## src/rtl/sm83_bus_pkg.sv

```systemverilog
// Shared types and constants for the SM83 bus responder: FSM states, address
// regions, region decode helper.
package sm83_bus_pkg;

  typedef enum logic [1:0] {
    ST_IDLE = 2'd0,
    ST_DEC  = 2'd1,
    ST_EXT  = 2'd2,
    ST_DONE = 2'd3
  } state_t;

  typedef enum logic [1:0] {
    RG_HRAM = 2'd0,
    RG_IE   = 2'd1,
    RG_EXT  = 2'd2
  } region_t;

  localparam logic [15:0] HRAM_BASE = 16'hff80;
  localparam logic [15:0] IE_ADR    = 16'hffff;
  localparam logic [15:0] ECHO_BASE = 16'he000;
  localparam logic [15:0] ECHO_END  = 16'hfdff;
  localparam logic [15:0] ECHO_OFS  = 16'h2000;
  localparam logic [7:0]  TMO_MAX   = 8'hff;

  function automatic region_t decode(input logic [15:0] a);
    if (a == IE_ADR)    return RG_IE;
    if (a >= HRAM_BASE) return RG_HRAM;
    return RG_EXT;
  endfunction

endpackage

```

## src/rtl/sm83_hram.sv

```systemverilog
// 127x8 high RAM: synchronous write, combinational read. Contents are never reset.
module sm83_hram (
  input  logic       clk,
  input  logic       we,
  input  logic [6:0] adr,
  input  logic [7:0] wdata,
  output logic [7:0] rdata
);

  logic [7:0] mem [0:126];

  always_ff @(posedge clk)
    if (we) mem[adr] <= wdata;

  assign rdata = mem[adr];

endmodule

```

## src/rtl/sm83_bus_resp.sv

```systemverilog
// SM83 CPU bus responder: internal HRAM/IE, everything else forwarded to an
// external port with a wait-count timeout. Define SM83_ECHO_RAM_EN to fold E000-FDFF down by 2000.
module sm83_bus_resp (
  input  logic        clk,
  input  logic        reset,
  input  logic [15:0] apin,
  input  logic        rd,
  input  logic        wr,
  input  logic [7:0]  din,
  output logic [7:0]  dout,
  output logic        doe,
  output logic        rdy,
  output logic        busy,
  output logic        ext_req,
  output logic [15:0] ext_adr,
  output logic        ext_we,
  output logic [7:0]  ext_wdata,
  input  logic        ext_ack,
  input  logic [7:0]  ext_rdata,
  output logic        tmo
);
  import sm83_bus_pkg::*;

  state_t      state;
  region_t     region;
  logic [15:0] adr_q;
  logic [7:0]  din_q;
  logic        rd_q;
  logic [7:0]  ie;
  logic [7:0]  cnt;
  logic [7:0]  cnt_nxt;
  logic [15:0] fwd_adr;
  logic        hram_we;
  logic [7:0]  hram_rdata;

  assign region  = decode(adr_q);
  assign cnt_nxt = cnt + 8'd1;
  assign hram_we = (state == ST_DEC) && (region == RG_HRAM) && !rd_q;

  always_comb begin
    fwd_adr = adr_q;
`ifdef SM83_ECHO_RAM_EN
    if (adr_q >= ECHO_BASE && adr_q <= ECHO_END) fwd_adr = adr_q - ECHO_OFS;
`endif
  end

  sm83_hram u_hram (
    .clk   (clk),
    .we    (hram_we),
    .adr   (adr_q[6:0]),
    .wdata (din_q),
    .rdata (hram_rdata)
  );

  assign rdy  = (state == ST_DONE);
  assign doe  = (state == ST_DONE) && rd_q;
  assign busy = (state != ST_IDLE);

  always_ff @(posedge clk or negedge reset) begin
    if (!reset) begin
      state     <= ST_IDLE;
      adr_q     <= '0;
      din_q     <= '0;
      rd_q      <= 1'b0;
      dout      <= '0;
      ie        <= '0;
      cnt       <= '0;
      tmo       <= 1'b0;
      ext_req   <= 1'b0;
      ext_adr   <= '0;
      ext_we    <= 1'b0;
      ext_wdata <= '0;
    end else begin
      tmo <= 1'b0;
      case (state)
        ST_IDLE:
          if (rd ^ wr) begin
            adr_q <= apin;
            din_q <= din;
            rd_q  <= rd;
            state <= ST_DEC;
          end
        ST_DEC:
          if (region == RG_EXT) begin
            state     <= ST_EXT;
            ext_req   <= 1'b1;
            ext_adr   <= fwd_adr;
            ext_we    <= !rd_q;
            ext_wdata <= din_q;
            cnt       <= '0;
          end else begin
            state <= ST_DONE;
            if (rd_q)                dout <= (region == RG_IE) ? ie : hram_rdata;
            else if (region == RG_IE) ie  <= din_q;
          end
        ST_EXT: begin
          cnt <= cnt_nxt;
          // ack takes priority over a timeout landing in the same cycle
          if (ext_ack) begin
            ext_req <= 1'b0;
            ext_we  <= 1'b0;
            if (rd_q) dout <= ext_rdata;
            state   <= ST_DONE;
          end else if (cnt_nxt == TMO_MAX) begin
            ext_req <= 1'b0;
            ext_we  <= 1'b0;
            tmo     <= 1'b1;
            if (rd_q) dout <= 8'hff;
            state   <= ST_DONE;
          end
        end
        ST_DONE: state <= ST_IDLE;
        default: state <= ST_IDLE;
      endcase
    end
  end

endmodule
```

## config.mk

```make
export PLATFORM = sky130hd
export DESIGN_NAME = sm83_bus_resp
export DESIGN_NICKNAME = d
export VERILOG_FILES = /design/src/rtl/sm83_bus_pkg.sv /design/src/rtl/sm83_hram.sv /design/src/rtl/sm83_bus_resp.sv
export SDC_FILE = /design/constraint.sdc
export NUM_CORES = 1
export LEC_CHECK = 0
export ABC_CLOCK_PERIOD_IN_PS = 6600
export BUFFER_PORTS_ARGS = -buffer_cell sky130_fd_sc_hd__clkbuf_2
export CORE_ASPECT_RATIO = 1.4
export CORE_MARGIN = 2
export CORE_UTILIZATION = 34
export DETAILED_ROUTE_END_ITERATION = 6
export SLEW_MARGIN = 20
export SYNTH_ARGS = -nofsm -noshare
export SYNTH_HDL_FRONTEND = slang
export SYNTH_SLANG_ARGS = --single-unit
```

## constraint.sdc

```tcl
create_clock -name clk -period 6.6 [get_ports clk]
set_clock_uncertainty 0.05 [all_clocks]
set_input_delay 1.32 -clock clk [delete_from_list [all_inputs] [get_ports clk]]
set_output_delay 1.32 -clock clk [all_outputs]
set_load 0.01 [all_outputs]
```

* Word level (Yosys, flattened, before mapping) *
Memories as Yosys holds them, arrays and structs flattened.
Cells that the tools add are included.

operators by class
  add/sub/neg operators = 1
  order comparisons = 1
  equality and inequality tests = 13
  multiplexer cells = 33
  bitwise logic cells = 3
  reductions and logical operators = 15

operators by type and width
  operator                                                                count
  8-bit 2-to-1 mux                                                        8
  8-bit case mux with 2 select lines                                      2
  16-bit equality test (second input constant)                            1
  16-bit >= comparator (second input constant)                            1
  2-bit 2-to-1 mux                                                        7
  1-bit 2-to-1 mux                                                        13
  8-bit by 1-bit adder with 8-bit output (second input constant)          1
  8-bit equality test (second input constant)                             1
  2-bit != test (second input constant)                                   4
  2-bit case mux with 4 select lines                                      1
  2-bit AND reduction                                                     4
  2-bit equality test (second input constant)                             3
  5-bit AND reduction                                                     1
  2-bit by 1-bit equality test with 1-bit output (second input constant)  2
  2-bit zero test                                                         2
  1-bit case mux with 2 select lines                                      2
  4-bit AND reduction                                                     1
  2-bit nonzero test                                                      2
  1-bit logical AND                                                       3
  3-bit != test (second input constant)                                   1
  3-bit AND reduction                                                     1
  2-bit by 1-bit != test with 1-bit output (second input constant)        1
  1-bit inverter                                                          2
  1-bit zero test                                                         1
  1-bit XOR                                                               1

storage, ports and cells
  bits in registers = 78
  RAM bits = 1016
  bits of input ports = 37
  output and inout bits = 38
  memories kept = 1

memory list
  memory      words  width  read ports  clocked after memory_dff  write ports  RTL line         source
  u_hram.mem  127    8      1           0                         1            sm83_hram.sv:10  logic [7:0] mem [0:126];

* Depth between registers and ports, before layout *
Gate-level depths: netlist of run 1.

  depth in word-level cells = 10
  gate-level depth with buffers = 12

* Modules after synthesis *
A second synthesis of run 1 with hierarchy kept.

second synthesis, totals
  cell total of the unflattened synthesis = 2654
  area, all modules = 43173.9 um^2

modules (own cells, without submodules)
  module         times used  cells each  area each (um^2)  sequential area each (um^2)
  sm83_hram      1           2367        39561.7           30509.3
  sm83_bus_resp  1           287         3612.2            1951.9

* Worst setup path before layout of run 1 *
No wires, ideal clock.

  path type = register to register
  from = register state[1]
  to = memory u_hram.mem[91][0] (enable)
  library setup time = 395 ps
  arrival = 2381 ps
  data required time = 6155 ps
  path slack = 3774 ps
  cell stages (with the launch flop) = 7
  path buffers = 1
  clock period less this slack = 2826 ps
  path through = dfrtp_1 > inv_1 > ha_1 > clkbuf_1 > nand2_2 > or3_1 > nor4_1

between the ends
  word-level cells in the longest chain between the ends = 5

ends and longest elaborated chain
  what                                            RTL line             source
  from (decl)                                     sm83_bus_resp.sv:24  state_t state;
  from (signal assigned)                          sm83_bus_resp.sv:61  state <= ST_IDLE;
  from (signal assigned)                          sm83_bus_resp.sv:81  state <= ST_DEC;
  from (signal assigned)                          sm83_bus_resp.sv:85  state <= ST_EXT;
  2-bit by 1-bit equality test with 1-bit output  sm83_bus_resp.sv:38  assign hram_we = (state == ST_DEC) && (region == RG_HRAM) && !rd_q;
  1-bit logical AND (2 in series)                 sm83_bus_resp.sv:38
  1-bit 2-to-1 mux                                sm83_hram.sv:13      if (we) mem[adr] <= wdata;
  1-bit 2-to-1 mux (not written as such)          sm83_hram.sv:13
  to (decl)                                       sm83_hram.sv:10

Every way passes these cells.

* Final worst setup path of run 1 *
  from = register adr_q[0]
  to = register dout[4]

between the ends
  word-level cells in the longest chain between the ends = 10
  elaborated cells between the ends (all ways) = 17

ends and longest elaborated chain
  what                                            RTL line              source
  from (decl)                                     sm83_bus_resp.sv:26   logic [15:0] adr_q;
  from (signal assigned)                          sm83_bus_resp.sv:78   adr_q <= apin;
  16-bit >= comparator                            sm83_bus_pkg.sv:27    if (a >= HRAM_BASE) return RG_HRAM;
  1-bit 2-to-1 mux (2 in series)                  sm83_bus_pkg.sv:27
  2-bit 2-to-1 mux                                sm83_bus_pkg.sv:28    return RG_EXT;
  2-bit 2-to-1 mux                                sm83_bus_pkg.sv:27
  2-bit by 1-bit equality test with 1-bit output  sm83_bus_resp.sv:93   if (rd_q) dout <= (region == RG_IE) ? ie : hram_rdata;
  8-bit 2-to-1 mux (2 in series)                  sm83_bus_resp.sv:93
  8-bit 2-to-1 mux                                sm83_bus_resp.sv:84   if (region == RG_EXT) begin
  8-bit case mux with 2 select lines              sm83_bus_resp.sv:75   case (state)
  to (signal assigned)                            sm83_bus_resp.sv:93
  to (signal assigned)                            sm83_bus_resp.sv:102  if (rd_q) dout <= ext_rdata;
  to (decl)                                       sm83_bus_resp.sv:10   output logic [7:0] dout,

Parallel ways exist; a longest one is shown, timed or not. The select of a mux whose other input is x is not followed.
A chain may end at the register's enable or synchronous reset.

==> flow_metrics.tcl, run 1 <==
set metrics [dict create \
    status "complete, no violations" \
    cts_resized 0 \
    clk_path_buf_depth 3 \
    synth-main-ff-cell "edfxtp_1" \
    p_per_area_mw_per_mm2 458.6 \
    max_slew_margin_pct 21.85 \
    ys_seq_elements 1094 \
    p_leak_nw 15.58 \
    nFillCells 11474 \
    wl_per_cell_um 29.17 \
    hp-class "flip-flop to flip-flop" \
    worstSetupStartpointType "flip-flop" \
    core_sq_mm 0.1270 \
    utilization_pct 38.20 \
    worstPathMaxFanout 82 \
    port_buffers 74 \
    wl_um 124700 \
    min_period_ps 4285 \
    synth_fp_nets 2522 \
    synth_commonest_cells "edfxtp_1, nor2_1, mux2i_1" \
    grt_first_pass_wirelength_um 176400 \
    drt-initial-drc-count 2837 \
    numCtsBuffers 92 \
    first_global_vias 24087 \
    hold_buffers 0 \
    drc 0 \
    synth_cells 2479 \
    dr_total_vias 24103 \
    synth_area_sq_mm 0.04342 \
    layout-drive-gt1-share_pct 18.10 \
    drv_cap 0 \
    synth.most_common_cell "edfxtp_1" \
    finalNetCount 2593 \
    dp_hpwl_um 77270 \
    synth_warnings 0 \
    critPathKind "flip-flop to flip-flop" \
    postLayoutSetupSlackWorst_ps 2315 \
    rsz0062_at_grt "false" \
    die_w_um 306.0 \
    grt_util_all_layers_pct 18.84 \
    stdcell_area_sq_mm 0.04852 \
    gp_congestion 0.8808 \
    placed_area_sq_mm 0.04546 \
    cp_data_arrival_time_ps 4760 \
    clk_latency_ps 700 \
    cts_setup_buffers 0 \
    ir_drop_v 0.0003401 \
    root_buffer "clkbuf_16" \
    drv_slew 0 \
    grt_start_max_net_pins 122 \
    place_inst 4104 \
    ys_seq_area_share_pct 74.76 \
    hold_slack_ps 428.5 \
    synth_area_leaders "edfxtp_1, mux4_2, dfrtp_1" \
    r2r_slack_ps 2320 \
    synth_edf_count 1016 \
    syn2layout_area_growth_pct 11.75 \
    start_util_pct 34.18 \
    htreeDepth 3 \
    grt_antenna_before_repair 0 \
    final_cells 4274 \
    async_flop_share_pct 7.130 \
    finalCritPeriodShare_pct 64.92 \
    yosysTopAreaCellShare_pct 70.26 \
    cp.required_ps 7080 \
    die_area_sq_mm 0.1306 \
    yosys.area.top_type "edfxtp_1" \
    first_pass_iters 6 \
    cp-end-kind "flip-flop" \
    clock-sinks 1094 \
    avgSynthCellArea_sq_um 17.52 \
    max_slew.worst_pin.slew_ps 1172 \
    io_pins 75 \
    tritoncts "yes" \
    grt.overflow.total 0 \
    ant_nets 0 \
    max_freq_mhz 233.4 \
    hold_viol_final 0 \
    pre_cts_ws_ps 2315 \
    row_count 155 \
    tns_ps 0 \
    synth.distinct_cells 79 \
    total_power_mw 22.25 \
    avgViaCountPerCell 5.639 \
    die_h_um 426.8 \
    clkSlewWorstSetupHoldPaths_ps 70 \
    setup_viol 0 \
]
worst max-delay path: stages, from the launching register on:
cell       delay, ps
dfrtp_4          890
buf_12           500
nor2b_4           60
buf_4            330
buf_4            350
a221oi_1         330
nor2_1           100
o211ai_1         290
a21oi_1          160
a2111oi_0        820
a31oi_1          160
cells by family (layout without fill, tap and decap cells):
group	Yosys count	count (layout)	synth area share [%]
buf+inv	182	328	2.544
flops	1094	1094	74.76
other cells	0	1	0
fa+ha+maj	6	6	0.1729
xor+xnor	4	4	0.08070
mux	328	328	10.62
compound gates	469	469	7.717
simple gates	396	396	4.106
final cells by class:
cell class                 instances  area, sq um  area share, %
sequential                      1094        32500          66.99
clock buffer                     121         2515          5.183
tap                             1648         2062          4.250
timing repair buffer             138        903.4          1.862
inverter                          21        78.83         0.1625
multi-input combinational       1203         9918          20.44
clock inverter                    48        538.0          1.109
antenna                            1        2.502       0.005157
flip-flops by register name, summed over array words and instances, names as in the netlist:
| signal | cells |
|---|---|
| u_hram.mem | 1016 |
| cnt | 8 |
| ie | 8 |
| ext_we | 1 |
| ext_wdata | 8 |
| state | 2 |
| tmo | 1 |
| dout | 8 |
| ext_req | 1 |
| rd_q | 1 |
| din_q | 8 |
| ext_adr | 16 |
| adr_q | 16 |
final timing paths:
kind / to / start / cells after the start
worst min-delay path: ext_adr[4] / ext_adr[4] / 2
max in group asynchronous: adr_q[1] / reset / 2
worst min register to register: ext_adr[4] / ext_adr[4] / 2
worst max-delay path: dout[4] / adr_q[0] / 10
min in group asynchronous: adr_q[8] / reset / 1
worst max register to register: dout[4] / adr_q[0] / 10
routing by layer:
layer / track usage (%) / up-vias / wire length (um)
met3: 3.092 / 328 / 7977
met5: 0 / - / 0
met1: 21.59 / 12488 / 44640
met4: 12.60 / 0 / 9072
li1: - / 10170 / -
met2: 32.53 / 1117 / 62970
report_power, final:
part | switching [mW] | internal (mW)
sequential | 0.898 | 8.78
combinational | 4.74 | 2.23
clock | 2.49 | 3.12
layout by cell type (no fill, tap or decap), types with 6 or more instances in the layout:
cell type,instances
a211oi_1,15
a21oi_1,62
a221o_1,9
a221oi_1,125
a22oi_1,28
a31oi_1,13
and2_1,6
buf_4,61
bufinv_16,11
clkbuf_1,22
clkbuf_16,95
clkbuf_2,73
clkinv_1,16
clkinv_2,15
dfrtp_1,67
dfrtp_4,11
edfxtp_1,1016
ha_1,6
inv_1,17
mux2_2,70
mux2i_1,161
mux4_1,7
mux4_2,90
nand2_1,80
nand3_1,35
nor2_1,188
nor2b_1,11
nor3_1,23
o211ai_1,6
o21ai_0,104
o221ai_1,21
o22ai_1,29
o311a_1,10
(Power assumes the default switching activity.)
==> inputs of run 2 (changes only) <==
--- a/config.mk
+++ b/config.mk
@@ -5,7 +5,7 @@
 export SDC_FILE = /design/constraint.sdc
 export NUM_CORES = 1
 export LEC_CHECK = 0
-export ABC_CLOCK_PERIOD_IN_PS = 6600
+export ABC_CLOCK_PERIOD_IN_PS = 3900
 export BUFFER_PORTS_ARGS = -buffer_cell sky130_fd_sc_hd__clkbuf_2
 export CORE_ASPECT_RATIO = 1.4
 export CORE_MARGIN = 2
==> constraint.sdc (replaced) <==
create_clock -name clk -period 3.9 [get_ports clk]
set_clock_uncertainty 0.05 [all_clocks]
set_input_delay 0.78 -clock clk [delete_from_list [all_inputs] [get_ports clk]]
set_output_delay 0.78 -clock clk [all_outputs]
set_load 0.01 [all_outputs]
==> flow_metrics.tcl, run 2 (synthesized netlist as in run 1, its figures left out) <==
set metrics [dict create \
    total_power_mw 38.26 \
    worstPathMaxFanout 62 \
    numCtsBuffers 95 \
    hold_viol_final 0 \
    ant_nets 0 \
    p_sw_mw 13.88 \
    grt.overflow.total 0 \
    mostFrequentLayoutCell "edfxtp_1" \
    first_pass_iters 6 \
    worstSetupStartpointType "flip-flop" \
    wl_per_cell_um 28.02 \
    p_leak_nw 16.06 \
    start_util_pct 34.18 \
    critPathTopFamily "compound AO/OA/AOI/OAI gates" \
    p_per_area_mw_per_mm2 775.2 \
    seqPwrFrac_pct 41.6 \
    grt_start_max_net_pins 125 \
    clock-sinks 1094 \
    first_global_vias 24772 \
    nFillCells 11443 \
    finalCritPeriodShare_pct 98.08 \
    cp.required_ps 4430 \
    grt_use_met3_pct 2.591 \
    switching_share_pct 36.27 \
    min_period_ps 3825 \
    syn2layout_area_growth_pct 13.66 \
    io_pins 75 \
    die_w_um 306.0 \
    crit_buf_inv 3 \
    final_cells 4365 \
    avgViaCountPerCell 5.572 \
    comb_power_share_pct 33.5 \
    grt_antenna_before_repair 0 \
    hp-class "input pin to asynchronous set/reset pin" \
    largest_reg_flops 1016 \
    setup_viol 0 \
    max_slew_margin_pct 24.54 \
    drt-initial-drc-count 2772 \
    layout-drive-gt1-share_pct 20.81 \
    hold_buffers 0 \
    use_met1_pct 21.61 \
    core_sq_mm 0.1270 \
    htreeDepth 3 \
    final_cell_mix "edfxtp_1, nor2_1, mux2i_1" \
    die_area_sq_mm 0.1306 \
    clk_path_buf_depth 3 \
    cts_resized 0 \
    max_freq_mhz 261.4 \
    crit_path_max_incr_delay_ps 810 \
    cpMaxStageDelayCell "o21ai_0" \
    cp_data_arrival_time_ps 4350 \
    grt_util_all_layers_pct 18.55 \
    path_cells "buf_12 > buf_4 > mux2_2 > a21oi_1 > o21ai_0 > o311a_1 > o21ai_0 > buf_4 > a31oi_1" \
    ir_drop_v 0.0004730 \
    finalNetCount 2678 \
    critPathKind "flip-flop to flip-flop" \
    tritoncts "yes" \
    intPower_mw 24.38 \
    postLayoutSetupSlackWorst_ps 74.80 \
    drv_cap 0 \
    root_buffer "clkbuf_16" \
    dp_hpwl_um 79020 \
    cp-end-kind "flip-flop" \
    status "complete, no violations" \
    row_count 155 \
    busiest_layer "met2" \
    reg.largest.list "u_hram.mem (1016), adr_q (16), ext_adr (16)" \
    grt_first_pass_wirelength_um 176200 \
    p_clk_share_pct 24.9 \
    globalRouteMet2Util_pct 32.83 \
    gp_congestion 0.8785 \
    die_h_um 426.8 \
    clk_latency_ps 710 \
    utilization_pct 38.85 \
    cts_setup_buffers 0 \
    rsz0062_at_grt "false" \
    tns_ps 0 \
    wl_um 122300 \
    largest_register "u_hram.mem" \
    drc 0 \
    pre_cts_ws_ps 208.3 \
    place_inst 4184 \
    drv_slew 0 \
    dr_total_vias 24321 \
    clkSlewWorstSetupHoldPaths_ps 60 \
    max_slew.worst_pin.slew_ps 1132 \
    port_buffers 74 \
]
-- run 2: final timing paths --
path | from | end | slack [ps] | depth (start not counted)
worst max-delay path | adr_q[2] | dout[4] | 70 | 9
worst min-delay path | reset | adr_q[8] | 150 | 1
worst max register to register | adr_q[2] | dout[4] | 70 | 9
worst min register to register | ext_adr[1] | ext_adr[1] | 430 | 2
max in group asynchronous | reset | ext_wdata[0] | 2810 | 2
min in group clk | din[2] | din_q[2] | 270 | 2
-- run 2: power groups by stage --
stage / clock network [mW] / logic (mW) / registers, mW
4_1_cts: 9.63 / 12.5 / 16.2
3_5_place_dp: 0 / 12.5 / 16.4
2_1_floorplan: 0 / 7.10 / 16.3
6_report: 9.51 / 12.8 / 15.9
5_1_grt: 10.1 / 13.5 / 16.0
3_3_place_gp: 0 / 12.5 / 16.4
-- run 2: area by class of cell --
cell class	count	area [sq um]	area share, %
Tap cell	1648	2062	4.178
Inverter	21	78.83	0.1597
Timing Repair Buffer	220	1697	3.438
Sequential cell	1094	32500	65.86
Clock inverter	55	550.5	1.115
Clock buffer	122	2560	5.187
Multi-Input combinational cell	1203	9898	20.06
Antenna cell	2	5.005	0.01014
-- run 2: metrics by stage --
step | hold WS [ps] | instance area, sq um
2_1_floorplan | 395.4 | 43420
3_3_place_gp | 418.6 | 46170
5_1_grt | 215.9 | 49350
3_5_place_dp | 419.5 | 46170
4_1_cts | 157.0 | 49280
6_report | 153.8 | 49350
-- run 2: metal layers --
layer,up-vias,wire (um)
met3,252,7225
met4,0,7105
met2,1035,63010
met5,-,0
li1,10326,-
met1,12708,44970
